==> src/rtl/core_pkg.sv <==
`default_nettype none
// +------------------------------------------------------------------+
// | core_pkg : shared constants and fetch-buffer entry type          |
// | rev 1.0                                                          |
// +------------------------------------------------------------------+
package core_pkg;
  localparam int          INSTR_W        = 32;
  localparam logic [31:0] PC_STEP        = 32'd4;
  localparam logic [31:0] PC_READ_OFFSET = 32'd8;

  typedef struct packed {
    logic [INSTR_W-1:0] instr;
    logic [31:0]        pc;
  } fetch_entry_t;
endpackage
`default_nettype wire

==> src/rtl/fetch_fifo.sv <==
`default_nettype none
// +------------------------------------------------------------------+
// | fetch_fifo : shifting FIFO of {instr, pc}; entry 0 is the head   |
// | rev 1.0                                                          |
// +------------------------------------------------------------------+
module fetch_fifo
  import core_pkg::*;
#(
  parameter int           DEPTH     = 2,
  parameter fetch_entry_t RST_ENTRY = '0,
  localparam int          CNT_W     = $clog2(DEPTH) + 1
) (
  input  logic               clk,
  input  logic               reset,
  input  logic               clr,
  input  logic               push,
  input  logic               pop,
  input  fetch_entry_t       din,
  output fetch_entry_t       head,
  output logic [CNT_W-1:0]   count
);
  localparam int PTR_W = $clog2(DEPTH);

  fetch_entry_t       entries_q [DEPTH];
  fetch_entry_t       entries_d [DEPTH];
  logic [CNT_W-1:0]   count_q, count_d;
  logic [CNT_W-1:0]   wr_pos;

  // A popped slot shifts down first, so a simultaneous push lands one lower.
  assign wr_pos = count_q - CNT_W'(pop);

  always_comb begin
    entries_d = entries_q;
    if (pop) begin
      for (int i = 0; i < DEPTH - 1; i++) begin
        entries_d[i] = entries_q[i+1];
      end
    end
    if (push) begin
      entries_d[wr_pos[PTR_W-1:0]] = din;
    end
  end

  always_comb begin
    count_d = count_q + CNT_W'(push) - CNT_W'(pop);
    if (clr) begin
      count_d = '0;
    end
  end

  always_ff @(posedge clk or posedge reset) begin
    if (reset) begin
      count_q <= '0;
      for (int i = 0; i < DEPTH; i++) begin
        entries_q[i] <= RST_ENTRY;
      end
    end else begin
      count_q <= count_d;
      if (!clr) begin
        entries_q <= entries_d;
      end
    end
  end

  assign head  = entries_q[0];
  assign count = count_q;
endmodule
`default_nettype wire

==> src/rtl/fetch_stage.sv <==
`default_nettype none
// +------------------------------------------------------------------+
// | fetch_stage : PC, credit-based imem requests, branch squash      |
// | rev 1.0                                                          |
// +------------------------------------------------------------------+
module fetch_stage
  import core_pkg::*;
#(
  parameter logic [31:0] RESET_PC = 32'h0000_0000,
  parameter int          DEPTH    = 2
) (
  input  logic               clk,
  input  logic               reset,
  output logic               ImemReq,
  output logic [31:0]        ImemAddr,
  input  logic               ImemReady,
  input  logic               ImemRvalid,
  input  logic [INSTR_W-1:0] ImemRdata,
  input  logic               BranchTakenE,
  input  logic [31:0]        BranchTargetE,
  input  logic               StallD,
  output logic               ValidD,
  output logic [INSTR_W-1:0] InstrD,
  output logic [31:0]        PCPlus8D
);
  localparam int CNT_W = $clog2(DEPTH) + 1;

  logic [31:0]      pcf_q, pcf_d;
  logic [31:0]      resp_pc_q, resp_pc_d;
  logic [1:0]       inflight_q, inflight_d;
  logic [1:0]       discard_q, discard_d;
  logic [CNT_W-1:0] fifo_count;
  fetch_entry_t     head;
  logic             pop, fifo_pop, resp_keep, accept;
  logic [7:0]       credit;

  assign ValidD    = (fifo_count != '0);
  assign pop       = ValidD && !StallD;
  assign fifo_pop  = pop && !BranchTakenE;
  assign resp_keep = ImemRvalid && (discard_q == 2'd0) && !BranchTakenE;
  assign accept    = ImemReq && ImemReady;

  // Occupancy after this cycle's pop plus every good word still owed by memory.
  assign credit  = 8'(fifo_count) - 8'(pop) + 8'(inflight_q) - 8'(discard_q);
  assign ImemReq = !reset && !BranchTakenE && (inflight_q != 2'd3) && (credit < 8'(DEPTH));
  assign ImemAddr = {pcf_q[31:2], 2'b00};

  always_comb begin
    pcf_d      = pcf_q;
    resp_pc_d  = resp_pc_q;
    inflight_d = inflight_q + 2'(accept) - 2'(ImemRvalid);
    discard_d  = discard_q;
    if (BranchTakenE) begin
      pcf_d     = BranchTargetE;
      resp_pc_d = BranchTargetE;
      discard_d = inflight_q - 2'(ImemRvalid);
    end else begin
      if (accept) begin
        pcf_d = pcf_q + PC_STEP;
      end
      if (resp_keep) begin
        resp_pc_d = resp_pc_q + PC_STEP;
      end
      if (ImemRvalid && (discard_q != 2'd0)) begin
        discard_d = discard_q - 2'd1;
      end
    end
  end

  always_ff @(posedge clk or posedge reset) begin
    if (reset) begin
      pcf_q      <= RESET_PC;
      resp_pc_q  <= RESET_PC;
      inflight_q <= 2'd0;
      discard_q  <= 2'd0;
    end else begin
      pcf_q      <= pcf_d;
      resp_pc_q  <= resp_pc_d;
      inflight_q <= inflight_d;
      discard_q  <= discard_d;
    end
  end

  fetch_fifo #(
    .DEPTH     (DEPTH),
    .RST_ENTRY (fetch_entry_t'{instr: '0, pc: RESET_PC})
  ) u_fifo (
    .clk   (clk),
    .reset (reset),
    .clr   (BranchTakenE),
    .push  (resp_keep),
    .pop   (fifo_pop),
    .din   (fetch_entry_t'{instr: ImemRdata, pc: resp_pc_q}),
    .head  (head),
    .count (fifo_count)
  );

  assign InstrD   = head.instr;
  assign PCPlus8D = head.pc + PC_READ_OFFSET;
endmodule
`default_nettype wire

==> config.mk <==
export PLATFORM = sky130hd
export DESIGN_NAME = fetch_stage
export DESIGN_NICKNAME = d
export VERILOG_FILES = /design/src/rtl/core_pkg.sv /design/src/rtl/fetch_fifo.sv /design/src/rtl/fetch_stage.sv
export SDC_FILE = /design/constraint.sdc
export NUM_CORES = 1
export LEC_CHECK = 0
export BUFFER_PORTS_ARGS = -buffer_cell sky130_fd_sc_hd__buf_2
export CAP_MARGIN = 20
export CORE_MARGIN = 2
export CORE_UTILIZATION = 51
export CTS_CLUSTER_SIZE = 12
export DETAILED_ROUTE_END_ITERATION = 10
export PLACE_DENSITY = 0.74
export SYNTH_ARGS = -nofsm -noshare
export SYNTH_HDL_FRONTEND = slang
export SYNTH_SLANG_ARGS = --single-unit
==> constraint.sdc <==
create_clock -name clk -period 6.81 [get_ports clk]
set_input_delay 1.362 -clock clk [delete_from_list [all_inputs] [get_ports clk]]
set_output_delay 1.362 -clock clk [all_outputs]
set_load 0.03 [all_outputs]
# After elaboration in Yosys (flattened, before gate mapping)
# Cells that the tools add are included.
# word_totals
wordCells	60
reg_bits	198
# classes
n_reduce_logical	20
n_eq_ne	1
n_bitwise	2
n_mux	12
order_cmp	3
add_sub_neg	13
# op_table
cell	n
bitwise mux 128 bit	1
2-to-1 mux 128 bit	1
2-to-1 mux 32 bit	4
2-to-1 mux 64 bit	2
adder 32 x 3 -> 32 bit, second input constant	2
demux 64 bit (select 1 bit)	1
adder 32 x 4 -> 32 bit, second input constant	1
logical AND 1 bit	10
nonzero test 2 bit	5
less-than comparator 8 x 2 -> 1 bit, second input constant	1
2-to-1 mux 2 bit	3
subtractor 2 x 1 -> 2 bit	3
subtractor 4 x 3 -> 5 bit	1
adder 2 x 1 -> 2 bit	2
adder 3 x 3 -> 4 bit	1
logical NOT 1 bit	3
subtractor 2 x 1 -> 3 bit	1
>= comparator 2 bit, second input constant	1
logical NOT 2 bit	1
less-than comparator 2 x 1 -> 1 bit, second input constant	1
inequality test 2 bit, second input constant	1
NOT 1 -> 2 bit	1
AND reduction 2 bit	1
subtractor 2 x 1 -> 2 bit, second input constant	1
other kinds (2)	2

# Depth between registers and ports, before layout
# Gate-level depths: netlist of run 1.
# logic_depth
depth_word	11
depth_mapped	18

# By module
# A second synthesis of run 1 with hierarchy kept.
# unflattened
hier_cells	940
hier_area_um2	10682.7
# by_module_without_submodules
module	area_each_um2	cells_per_inst	instances
fetch_fifo	6301.0	435	1
fetch_stage	4381.7	505	1

# Worst setup path after synthesis of run 1
# OpenSTA, ideal clock, no wires.
# synth_timing
kind	input to output
start	in StallD
end	out ImemReq
path_buffers	0
cell_stages	10
arrival_ns	3.938
t_required_ns	5.448
path_slack_ns	1.510
path_cell_list	nor2_1 > ha_1 > ha_1 > fa_1 > inv_1 > fa_1 > fa_1 > nor3_1 > nand3_1 > nor2_1
# synth_via
elab_chain_len	7
# synth_rtl
item	line_no	text
start, declared	fetch_stage.sv:21	input logic StallD,
logical NOT 1 bit	fetch_stage.sv:38	assign pop = ValidD && !StallD;
logical AND 1 bit	fetch_stage.sv:38	
subtractor 2 x 1 -> 3 bit	fetch_stage.sv:44	assign credit = 8'(fifo_count) - 8'(pop) + 8'(inflight_q) - 8'(discard_q);
adder 3 x 3 -> 4 bit	fetch_stage.sv:44	
subtractor 4 x 3 -> 5 bit	fetch_stage.sv:44	
less-than comparator 8 x 2 -> 1 bit	fetch_stage.sv:45	assign ImemReq = !reset && !BranchTakenE && (inflight_q != 2'd3) && (credit < 8'(DEPTH));
logical AND 1 bit	fetch_stage.sv:45	
end, declared	fetch_stage.sv:14	output logic ImemReq,
# No other way between the ends.

# Worst setup path in the final report of run 1
# Same ends and word-level chain as after synthesis.

==> results of run 1 <==
logic make-up after synthesis:
kind of cell | synth area share [%]
adders and majority gates | 2.32
DFF | 48.3
buffers and inverters | 5.70
AOI/OAI and AO/OA | 7.59
xor gates and xnor gates | 6.03
muxes | 15.7
and+or+nand+nor | 14.4
other | 0.0369
Yosys cell counts (3+ instances only):
cell type / number
sky130_fd_sc_hd__a21boi_0: 5
sky130_fd_sc_hd__a21o_1: 3
sky130_fd_sc_hd__a21oi_1: 74
sky130_fd_sc_hd__and2_1: 5
sky130_fd_sc_hd__and3_1: 12
sky130_fd_sc_hd__and4_1: 8
sky130_fd_sc_hd__buf_1: 4
sky130_fd_sc_hd__buf_2: 16
sky130_fd_sc_hd__buf_4: 37
sky130_fd_sc_hd__clkbuf_1: 28
sky130_fd_sc_hd__dfrtp_1: 196
sky130_fd_sc_hd__fa_1: 3
sky130_fd_sc_hd__ha_1: 14
sky130_fd_sc_hd__inv_1: 27
sky130_fd_sc_hd__mux2_2: 83
sky130_fd_sc_hd__mux2i_1: 66
sky130_fd_sc_hd__nand2_1: 55
sky130_fd_sc_hd__nand2b_1: 4
sky130_fd_sc_hd__nand3_1: 34
sky130_fd_sc_hd__nand4_1: 25
sky130_fd_sc_hd__nor2_1: 92
sky130_fd_sc_hd__nor2b_1: 3
sky130_fd_sc_hd__nor3_1: 16
sky130_fd_sc_hd__nor4_1: 11
sky130_fd_sc_hd__o211ai_1: 6
sky130_fd_sc_hd__o21ai_0: 20
sky130_fd_sc_hd__o31a_1: 3
sky130_fd_sc_hd__xnor2_1: 42
sky130_fd_sc_hd__xor2_1: 28
final timing paths:
check,startpoint,end,slack (ns),depth (start not counted)
setup / recovery,StallD,ImemReq,1.37,12
hold / removal,register,register,0.51,1
setup reg to reg,u_fifo.count[1],inflight_q[1],2.20,17
hold reg to reg,register,register,0.51,1
max in group asynchronous,reset,asynchronous set/reset pin,4.25,3
min in group asynchronous,reset,pcf_q[3],1.13,2
cell type report:
| type | count | area share [%] |
|---|---|---|
| clock buffer | 22 | 4.18 |
| timing repair buffer | 173 | 7.65 |
| inverter | 27 | 0.940 |
| clock inverter | 10 | 1.44 |
| tap | 265 | 2.86 |
| sequential | 196 | 42.4 |
| multi-input combinational | 653 | 40.6 |
through the flow:
stage          setup slack, ns  instance area (um^2)  utilization, %  instances  total power [uW]
2_1_floorplan            0.107                 10200               -        961              3380
3_3_place_gp              1.39                 10900            56.0       1314              3680
3_5_place_dp              1.35                 10900            56.0       1314              3750
4_1_cts                   1.35                 11600            59.3       1346              4850
5_1_grt                   1.26                 11600            59.3       1346              5100
6_report                  1.37                 11600            59.3       1346              4810
worst register-to-register path: cells and delay by family, from the launching register on:
| family | cells | cell delay [ns] |
|---|---|---|
| xor gates and xnor gates | 2 | 0.30 |
| adders and majority gates | 7 | 2.37 |
| buffers and inverters | 3 | 0.35 |
| DFF | 1 | 0.42 |
| and+or+nand+nor | 5 | 1.10 |
per-layer routing:
metal  global-route usage (%)  wire length (um)  vias to the layer above
met5                        0                 0                        -
met4                     4.95               245                        0
met3                     3.81              1010                       23
met2                     32.2              9720                      217
met1                     29.4             10400                     3543
li1                         -                 -                     3553
power by group:
part | internal, uW | switching (uW)
registers | 1570 | 324
logic | 700 | 1120
clock network | 657 | 439
==> run summary, run 1 <==
STA
- 0 — Hold Fails Final Rpt
- 0.184 GHz — Achievable Freq
- 0.506 ns — Worst Hold Slack
- 5.44 ns — clock period minus final worst setup slack
- 0 — Setup violations, final
- no — setup repair after global routing missed its margin
- 79.9% — Final Cycle Share
- 0 ns — Total Neg Setup Slack
- 0 — Max Slew Vio Count
- 1.13 ns — worst-margin pin slew
- 0.00758 ns — final setup skew
- 24.5% — worst max-slew margin expressed relative to the limit

Worst setup path
- 4.08 ns — signal arrival time at the worst endpoint
- sky130_fd_sc_hd__fa_1 — CP dominant cell by count
- 3 — combined buffer and inverter count along the critical path
- 5.45 ns — required time at the worst-slack endpoint
- sky130_fd_sc_hd__fa_1 — slowest stage cell on the critical path
- input port to output pin — kind of critical path
- buf_2, nor2_1, ha_1, ha_1, fa_1, inv_1, fa_1, fa_1, nor3_1, nand3_1, nor2_1, buf_2 — worst path cell trace
- output pin — critical path capture point type
- 0.48 ns — slowest cell delay on critical path
- adder cells — Worst path top cell family by delay
- input port — startpoint type of the worst setup path
- 2 — crit-path max FO

Clock network
- 17 — Inserted Clock Buffers
- 0 — Post-CTS Resized
- 0.06 ns — Reg clk slew, reported paths
- 196 — total clock sinks
- 2 — maximum clock insertion buffer count
- sky130_fd_sc_hd__clkbuf_16 — clock tree root buffer cell
- 0 — post-CTS setup-driven buffer insertion count
- 0.43 ns — worst-skew pair later-pin latency
- 0 — post-cts hold buffer count
- yes — CTS tree
- 4 — number of levels the H-tree was split into

Synthesis
- sky130_fd_sc_hd__dfrtp_1 — cell taking the most area after synthesis
- 0 — Synth warnings
- 196 — number of synthesized register bits
- 0 — count of flip-flops with a built-in enable after synthesis
- sky130_fd_sc_hd__dfrtp_1 — flip-flop cell with the highest count after synthesis
- 62 — count of different cell masters after synthesis
- 10.6 um^2 — synthesized area per cell
- 10200 um^2 — post-synth design cell area
- 48.3% — portion of the post-synthesis area used by sequential elements
- 100% — async set-reset flop share out of synthesis
- sky130_fd_sc_hd__dfrtp_1 48%, sky130_fd_sc_hd__mux2_2 9.2%, sky130_fd_sc_hd__mux2i_1 6.5% — top post-synthesis cells by area
- 48.3% — portion of synthesized cell area occupied by the leading cell type
- 960 — Synth Instances

Floorplan
- 52.0% — Initial Utilization
- 51 — site row count
- 145 um — vertical die dimension
- 19500 um^2 — placeable core area
- 21100 um^2 — die area
- 168 — I/O Pins
- 145 um — chip width

Job
- 0 — count of max-cap constraint violations

Global routing
- 6944 — via count of the first global-routing pass
- 125 — largest net degree at the start of global routing
- 0 — initial antenna violation count
- 35200 um — global-route wire length before repair
- 20.4% — GRT Overall Usage
- 0 — total congestion overflow after global routing

Run status
- completed — status

Final layout
- 4900 um^2 — register area
- 28.1% — share of post-route cells with drive strength above 1
- 196 x sky130_fd_sc_hd__dfrtp_1, 165 x sky130_fd_sc_hd__buf_2, 92 x sky130_fd_sc_hd__nor2_1, 83 x sky130_fd_sc_hd__mux2_2, 74 x sky130_fd_sc_hd__a21oi_1 — most used cells in the layout excluding fill and tap cells
- 1155 — Final nets
- 0 — number of antenna cells inserted
- sky130_fd_sc_hd__dfrtp_1 — most common library cell in the layout ignoring fill and taps
- 14.0% — relative area change from synthesis to final layout
- 1694 — Fillers
- 4700 um^2 — multi-input logic area

Routing
- 0 — DRC
- 373 — number of design-rule violations left by the first detailed-router iteration
- 5 — router iterations before antenna repair
- 7336 — number of vias in the routed layout
- 21400 um — Total Routed Length
- 0 — residual antenna-violating net count after detailed routing
- 5.45 — via/cell ratio
- 15.9 um — wire length per cell

Power and ir drop
- 416 nW/um^2 — Pwr per Cell Area
- 0.00514 uW — Leakage
- 0.000215 V — Peak VDD IR

Placement
- 14800 um — final HPWL from detailed placement
- 0.857 — Final Wtd Congestion
- 165 — IO Port Bufs

Min path
- register to register — Min-Delay Path Class

No activity file was read; power rests on OpenSTA's default activity.
==> run 2: changes to the inputs <==
--- a/config.mk
+++ b/config.mk
@@ -8,10 +8,10 @@
 export BUFFER_PORTS_ARGS = -buffer_cell sky130_fd_sc_hd__buf_2
 export CAP_MARGIN = 20
 export CORE_MARGIN = 2
-export CORE_UTILIZATION = 51
+export CORE_UTILIZATION = 57
 export CTS_CLUSTER_SIZE = 12
 export DETAILED_ROUTE_END_ITERATION = 10
-export PLACE_DENSITY = 0.74
+export PLACE_DENSITY = 0.79
 export SYNTH_ARGS = -nofsm -noshare
 export SYNTH_HDL_FRONTEND = slang
 export SYNTH_SLANG_ARGS = --single-unit
==> constraint.sdc (replaced) <==
create_clock -name clk -period 5.5 [get_ports clk]
set_input_delay 1.1 -clock clk [delete_from_list [all_inputs] [get_ports clk]]
set_output_delay 1.1 -clock clk [all_outputs]
set_load 0.03 [all_outputs]
==> run 2 against run 1 <==
  * Utilization increased by 6.8 points
  * Flip-flop and latch count unchanged
  * Critical path depth unchanged
  * Register-to-register slack got worse by 1.2 ns
  * Routed wire length decreased by 1.3%
  * Clock-buffer cell count decreased by 4
  * Hold slack improved by 0.0043 ns
  * Largest cell class unchanged
==> run summary, run 2 (same netlist as run 1, synthesis figures left out) <==
Clock network
- 196 — total clock sinks, unchanged
- 0 — Post-CTS Resized, unchanged
- 0 — post-CTS setup-driven buffer insertion count, unchanged
- 0 — post-cts hold buffer count, unchanged
- yes — CTS tree, unchanged
- 2 — maximum clock insertion buffer count, unchanged
- 17 — Inserted Clock Buffers, unchanged
- sky130_fd_sc_hd__clkbuf_16 — clock tree root buffer cell, unchanged
- 0.07 ns — Reg clk slew, reported paths, was 0.06 ns
- 0.43 ns — worst-skew pair later-pin latency, about the same
- 4 — number of levels the H-tree was split into, unchanged

Final layout
- 0 — number of antenna cells inserted, unchanged
- 196 x sky130_fd_sc_hd__dfrtp_1, 165 x sky130_fd_sc_hd__buf_2, 92 x sky130_fd_sc_hd__nor2_1, 83 x sky130_fd_sc_hd__mux2_2, 74 x sky130_fd_sc_hd__a21oi_1 — most used cells in the layout excluding fill and tap cells, unchanged
- 1158 — Final nets, was 1155
- 1373 — Fillers, was 1694
- sky130_fd_sc_hd__dfrtp_1 — most common library cell in the layout ignoring fill and taps, unchanged
- 12.9% — relative area change from synthesis to final layout, was 14.0%
- 11500 um^2 — final instance area, was 11600 um^2
- 28.4% — share of post-route cells with drive strength above 1, was 28.1%

Placement
- 165 — IO Port Bufs, unchanged
- 0.423 ns — worst setup timing slack at the placement stage, was 1.35 ns
- 0.864 — Final Wtd Congestion, was 0.857
- 10900 um^2 — standard cell area after detailed placement, about the same
- 14300 um — final HPWL from detailed placement, was 14800 um

STA
- 0 — Setup violations, final, unchanged
- 0 — Max Slew Vio Count, unchanged
- no — setup repair after global routing missed its margin, unchanged
- 89.4% — Final Cycle Share
- 1.14 ns — worst-margin pin slew, was 1.13 ns
- 0.581 ns — Final Worst Setup Slack, was 1.37 ns
- 0.00876 ns — final setup skew, was 0.00758 ns
- 0.203 GHz — Achievable Freq
- 24.3% — worst max-slew margin expressed relative to the limit, was 24.5%
- 4.92 ns — clock period minus final worst setup slack
- 0 — Hold Fails Final Rpt, unchanged
- 0 ns — Total Neg Setup Slack, unchanged

Worst setup path
- 2 — crit-path max FO, unchanged
- StallD — CP startpoint, unchanged
- 0.99 ns — R2R Setup Slk, was 2.20 ns
- ImemReq — capturing instance or port of the critical path, unchanged
- 3.82 ns — signal arrival time at the worst endpoint, was 4.08 ns
- u_fifo.count[1] — Worst R2R Start, unchanged
- input port — startpoint type of the worst setup path, unchanged
- pcf_q[27] — endpoint of the most critical register-to-register path, was inflight_q[1]
- input port to output pin — kind of critical path, unchanged
- 13 — FF-to-FF path depth, was 17
- 4.40 ns — required time at the worst-slack endpoint, was 5.45 ns
- output pin — critical path capture point type, unchanged

Routing
- 7403 — number of vias in the routed layout, was 7336
- 21100 um — Total Routed Length, was 21400 um
- 16.1 um — wire length per cell, was 15.9 um
- 0 — residual antenna-violating net count after detailed routing, unchanged
- 5.66 — via/cell ratio, was 5.45
- 0 — DRC, unchanged
- 7 — router iterations before antenna repair, was 5
- 410 — number of design-rule violations left by the first detailed-router iteration, was 373

Global routing
- 34.9% — met2 Usage GRT, was 32.2%
- 6729 — via count of the first global-routing pass, was 6944
- 0 — total congestion overflow after global routing, unchanged
- 34100 um — global-route wire length before repair, was 35200 um
- 4.05% — met3 Track Usage GR, was 3.81%
- 161 — largest net degree at the start of global routing, was 125
- 0 — initial antenna violation count, unchanged
- met2 — Most Used Layer, Global Route, unchanged
- 33.6% — grt met1 use, was 29.4%
- 23.0% — GRT Overall Usage, was 20.4%

Run status
- completed — status, unchanged

Floorplan
- 138 um — chip width, was 145 um
- 17400 um^2 — placeable core area, was 19500 um^2
- 18900 um^2 — die area, was 21100 um^2
- 58.5% — Initial Utilization, was 52.0%
- 138 um — vertical die dimension, was 145 um
- 168 — I/O Pins, unchanged
- 48 — site row count, was 51

Min path
- register to register — Min-Delay Path Class, unchanged

Power and ir drop
- 39.2% — combinational power share, was 37.9%
- 40.9% — switching power share of the total, was 39.2%
- 20.4% — clock power share, was 22.8%
- 0.000305 V — Peak VDD IR, was 0.000215 V
- 40.3% — share of power burned in registers, was 39.3%
- 507 nW/um^2 — Pwr per Cell Area, was 416 nW/um^2
- 2380 uW — power dissipated by switching net loads, was 1890 uW
- 0.00511 uW — Leakage, was 0.00514 uW
- 3430 uW — cell-internal power, was 2930 uW
- 5810 uW — overall power after layout, was 4810 uW

Job
- 0 — count of max-cap constraint violations, unchanged

[run 2: cell types whose count changed in the layout (fill, tap and decap cells not counted)]
| cell | change |
|---|---|
| sky130_fd_sc_hd__inv_8 | +2 |
| sky130_fd_sc_hd__clkbuf_1 | -1 |
| sky130_fd_sc_hd__buf_4 | +2 |
| sky130_fd_sc_hd__bufinv_16 | -4 |
| sky130_fd_sc_hd__clkbuf_8 | -3 |
| sky130_fd_sc_hd__buf_12 | +1 |
| sky130_fd_sc_hd__clkinv_4 | +1 |
| sky130_fd_sc_hd__clkinv_2 | +2 |
| sky130_fd_sc_hd__inv_6 | +3 |
[run 2: metrics by stage]
step | hold slack (ns) | cells | util, %
after floorplan | 0.480 | 961 | -
after global placement | 0.490 | 1277 | 62.9
after detailed placement | 0.497 | 1277 | 62.9
after CTS | 0.512 | 1309 | 66.1
after global routing | 0.519 | 1309 | 66.1
final | 0.510 | 1309 | 66.1
[run 2: final cells by class]
type,count,area (um^2),area share (%)
Sequential cell,196,4900,42.8
Multi-Input combinational cell,653,4700,41.0
Timing Repair Buffer,176,921,8.03
Clock buffer,18,439,3.83
Tap cell,225,282,2.45
Clock inverter,14,118,1.03
Inverter,27,105,0.916
[run 2: power groups by stage]
stage | clock network (uW) | logic, uW | registers, uW
3_3_place_gp | 0 | 2240 | 2340
4_1_cts | 1220 | 2300 | 2340
3_5_place_dp | 0 | 2290 | 2370
5_1_grt | 1270 | 2500 | 2420
6_report | 1190 | 2280 | 2340
2_1_floorplan | 0 | 1890 | 2300
[run 2: routing by layer]
layer,up-vias,wire (um),share of wire (%)
met2,239,9480,45
met1,3586,9970,47
met5,-,0,0
met4,0,325,1.5
met3,26,1320,6.2
li1,3552,-,-
[run 2: worst min-delay path by stage]
stage	startpoint	end	slack [ns]	depth (start not counted)
6_report	register	register	0.51	1
5_1_grt	register	register	0.52	1
4_1_cts	register	register	0.51	1
3_5_place_dp	register	register	0.50	1
3_3_place_gp	register	register	0.49	1
2_1_floorplan	register	register	0.48	1
[run 2: worst max-delay path, cell delays in order]
cell and delay (ns):
sky130_fd_sc_hd__buf_2 0.09, sky130_fd_sc_hd__nor2_1 0.04, sky130_fd_sc_hd__ha_1 0.19, sky130_fd_sc_hd__ha_1 0.29, sky130_fd_sc_hd__fa_1 0.50, sky130_fd_sc_hd__inv_1 0.07
sky130_fd_sc_hd__fa_1 0.43, sky130_fd_sc_hd__fa_1 0.48, sky130_fd_sc_hd__nor3_1 0.19, sky130_fd_sc_hd__nand3_1 0.11, sky130_fd_sc_hd__nor2_1 0.11, sky130_fd_sc_hd__buf_2 0.21
==> run 3: changes to the inputs <==
==> constraint.sdc (replaced) <==
create_clock -name clk -period 4.63 [get_ports clk]
set_input_delay 0.926 -clock clk [delete_from_list [all_inputs] [get_ports clk]]
set_output_delay 0.926 -clock clk [all_outputs]
set_load 0.03 [all_outputs]
==> run 3 against run 2 <==
  * Global-route usage increased by 1.2 points
  * Non-clock buffer count increased by 6
  * Largest power group unchanged
  * Critical path depth unchanged
==> run summary, run 3 (same netlist as run 1, synthesis figures left out) <==
Run status
- completed — status, unchanged

Job
- 0 — count of max-cap constraint violations, unchanged

Worst setup path
- input port to output pin — kind of critical path, unchanged
- 3.70 ns — required time at the worst-slack endpoint, was 4.40 ns
- output pin — critical path capture point type, unchanged
- input port — startpoint type of the worst setup path, unchanged
- 2 — crit-path max FO, unchanged
- 14 — FF-to-FF path depth, was 13
- 3.56 ns — signal arrival time at the worst endpoint, was 3.82 ns

Final layout
- 195 x sky130_fd_sc_hd__dfrtp_1, 164 x sky130_fd_sc_hd__buf_2, 91 x sky130_fd_sc_hd__nor2_1, 83 x sky130_fd_sc_hd__mux2_2, 74 x sky130_fd_sc_hd__a21oi_1 — most used cells in the layout excluding fill and tap cells, was 196 x sky130_fd_sc_hd__dfrtp_1, 165 x sky130_fd_sc_hd__buf_2, 92 x sky130_fd_sc_hd__nor2_1, 83 x sky130_fd_sc_hd__mux2_2, 74 x sky130_fd_sc_hd__a21oi_1
- 29.2% — share of post-route cells with drive strength above 1, was 28.4%
- 11600 um^2 — final instance area, was 11500 um^2
- 1335 — Fillers, was 1373
- 13.9% — relative area change from synthesis to final layout, was 12.9%
- sky130_fd_sc_hd__dfrtp_1 — most common library cell in the layout ignoring fill and taps, unchanged
- 1164 — Final nets, was 1158
- 0 — number of antenna cells inserted, unchanged
- 66.7% — post-layout util, was 66.1%

Clock network
- 0.07 ns — Reg clk slew, reported paths, about the same
- yes — CTS tree, unchanged
- 4 — number of levels the H-tree was split into, unchanged
- 0.44 ns — worst-skew pair later-pin latency, was 0.43 ns
- 2 — maximum clock insertion buffer count, unchanged
- 0 — post-cts hold buffer count, unchanged
- 196 — total clock sinks, unchanged
- 17 — Inserted Clock Buffers, unchanged
- sky130_fd_sc_hd__clkbuf_16 — clock tree root buffer cell, unchanged

Floorplan
- 18900 um^2 — die area, unchanged
- 17400 um^2 — placeable core area, unchanged
- 58.5% — Initial Utilization, unchanged
- 138 um — vertical die dimension, unchanged
- 48 — site row count, unchanged
- 138 um — chip width, unchanged
- 168 — I/O Pins, unchanged

Placement
- 11000 um^2 — standard cell area after detailed placement, was 10900 um^2
- 165 — IO Port Bufs, unchanged
- 0.858 — Final Wtd Congestion, was 0.864
- 15300 um — final HPWL from detailed placement, was 14300 um

Power and ir drop
- 0.00514 uW — Leakage, was 0.00511 uW
- 604 nW/um^2 — Pwr per Cell Area, was 507 nW/um^2
- 0.000362 V — Peak VDD IR, was 0.000305 V

STA
- 4.49 ns — clock period minus final worst setup slack
- 0 — Hold Fails Final Rpt, unchanged
- 96.9% — Final Cycle Share
- 39.5% — worst max-slew margin expressed relative to the limit, was 24.3%
- 0.0100 ns — final setup skew, was 0.00876 ns
- 0.223 GHz — Achievable Freq
- 0 — Max Slew Vio Count, unchanged
- 0.901 ns — worst-margin pin slew, was 1.14 ns
- 0 — Setup violations, final, unchanged

Routing
- 5.68 — via/cell ratio, was 5.66
- 22000 um — Total Routed Length, was 21100 um
- 16.8 um — wire length per cell, was 16.1 um
- 365 — number of design-rule violations left by the first detailed-router iteration, was 410
- 0 — DRC, unchanged
- 0 — residual antenna-violating net count after detailed routing, unchanged
- 7475 — number of vias in the routed layout, was 7403
- 5 — router iterations before antenna repair, was 7

Global routing
- 24.2% — GRT Overall Usage, was 23.0%
- 7006 — via count of the first global-routing pass, was 6729
- 0 — total congestion overflow after global routing, unchanged
- 93 — largest net degree at the start of global routing, was 161
- 0 — initial antenna violation count, unchanged
- 35600 um — global-route wire length before repair, was 34100 um

Min path
- register to register — Min-Delay Path Class, unchanged
- 1 — instance count along the most critical hold path, unchanged

==> run 3: cell types whose count changed in the layout (fill, tap and decap cells not counted), sizes merged <==
cell and change:
clkinvlp +2, clkinv +1, buf +6, inv -3
==> run 3: metal layers <==
metal	global-route usage, %	wire length, um	vias up
li1	-	-	3571
met1	35.3	10100	3624
met2	37.3	10100	258
met3	4.05	1540	22
met4	7.04	308	0
met5	0	0	-
==> run 3: critical path, cell delays in order <==
cell                      delay, ns
sky130_fd_sc_hd__buf_2         0.10
sky130_fd_sc_hd__nor2_1        0.05
sky130_fd_sc_hd__ha_1          0.17
sky130_fd_sc_hd__ha_1          0.28
sky130_fd_sc_hd__fa_1          0.49
sky130_fd_sc_hd__inv_1         0.07
sky130_fd_sc_hd__fa_2          0.40
sky130_fd_sc_hd__fa_1          0.50
sky130_fd_sc_hd__nor3_2        0.17
sky130_fd_sc_hd__nand3_1       0.09
sky130_fd_sc_hd__nor2_1        0.14
sky130_fd_sc_hd__buf_4         0.17
==> run 3: worst paths after layout <==
path	start	endpoint	slack, ns
max in group asynchronous	reset	u_fifo.head[35]	3.09
max	StallD	ImemReq	0.14
max reg2reg	u_fifo.count[1]	pcf_q[27]	0.30
min reg2reg	register	register	0.51
min	register	register	0.51
min in group asynchronous	reset	pcf_q[2]	0.64
==> run 3: what timing repair did <==
item | CTS | global route
buffers inserted | 0 | 2
setup endpoints to repair | 1 | 1
pin swaps | 0 | 3
resized for setup | 1 | 6
==> run 3: report_power, final <==
part	switching, uW	internal [uW]
logic	1690	1100
registers	486	2310
clock network	691	719
==> run 3: metrics by stage <==
stage	TNS [ns]	hold slack (ns)	std cells	power, uW	worst slack [ns]
final	0	0.508	1315	6990	0.144
after floorplan	0	0.480	961	4980	0.0166
after global routing	-0.0119	0.522	1315	7440	-0.0119
after detailed placement	-0.174	0.496	1281	5560	-0.0571
after global placement	0	0.489	1281	5440	0.0352
after CTS	0	0.512	1313	6970	0.0524
==> run 3: area by class of cell <==
class	count	area [um^2]	area share [%]
multi-input combinational	653	4710	40.7
inverter	27	105	0.908
timing repair buffer	182	1010	8.69
sequential	196	4910	42.4
clock buffer	18	439	3.79
tap	225	282	2.43
clock inverter	14	123	1.06
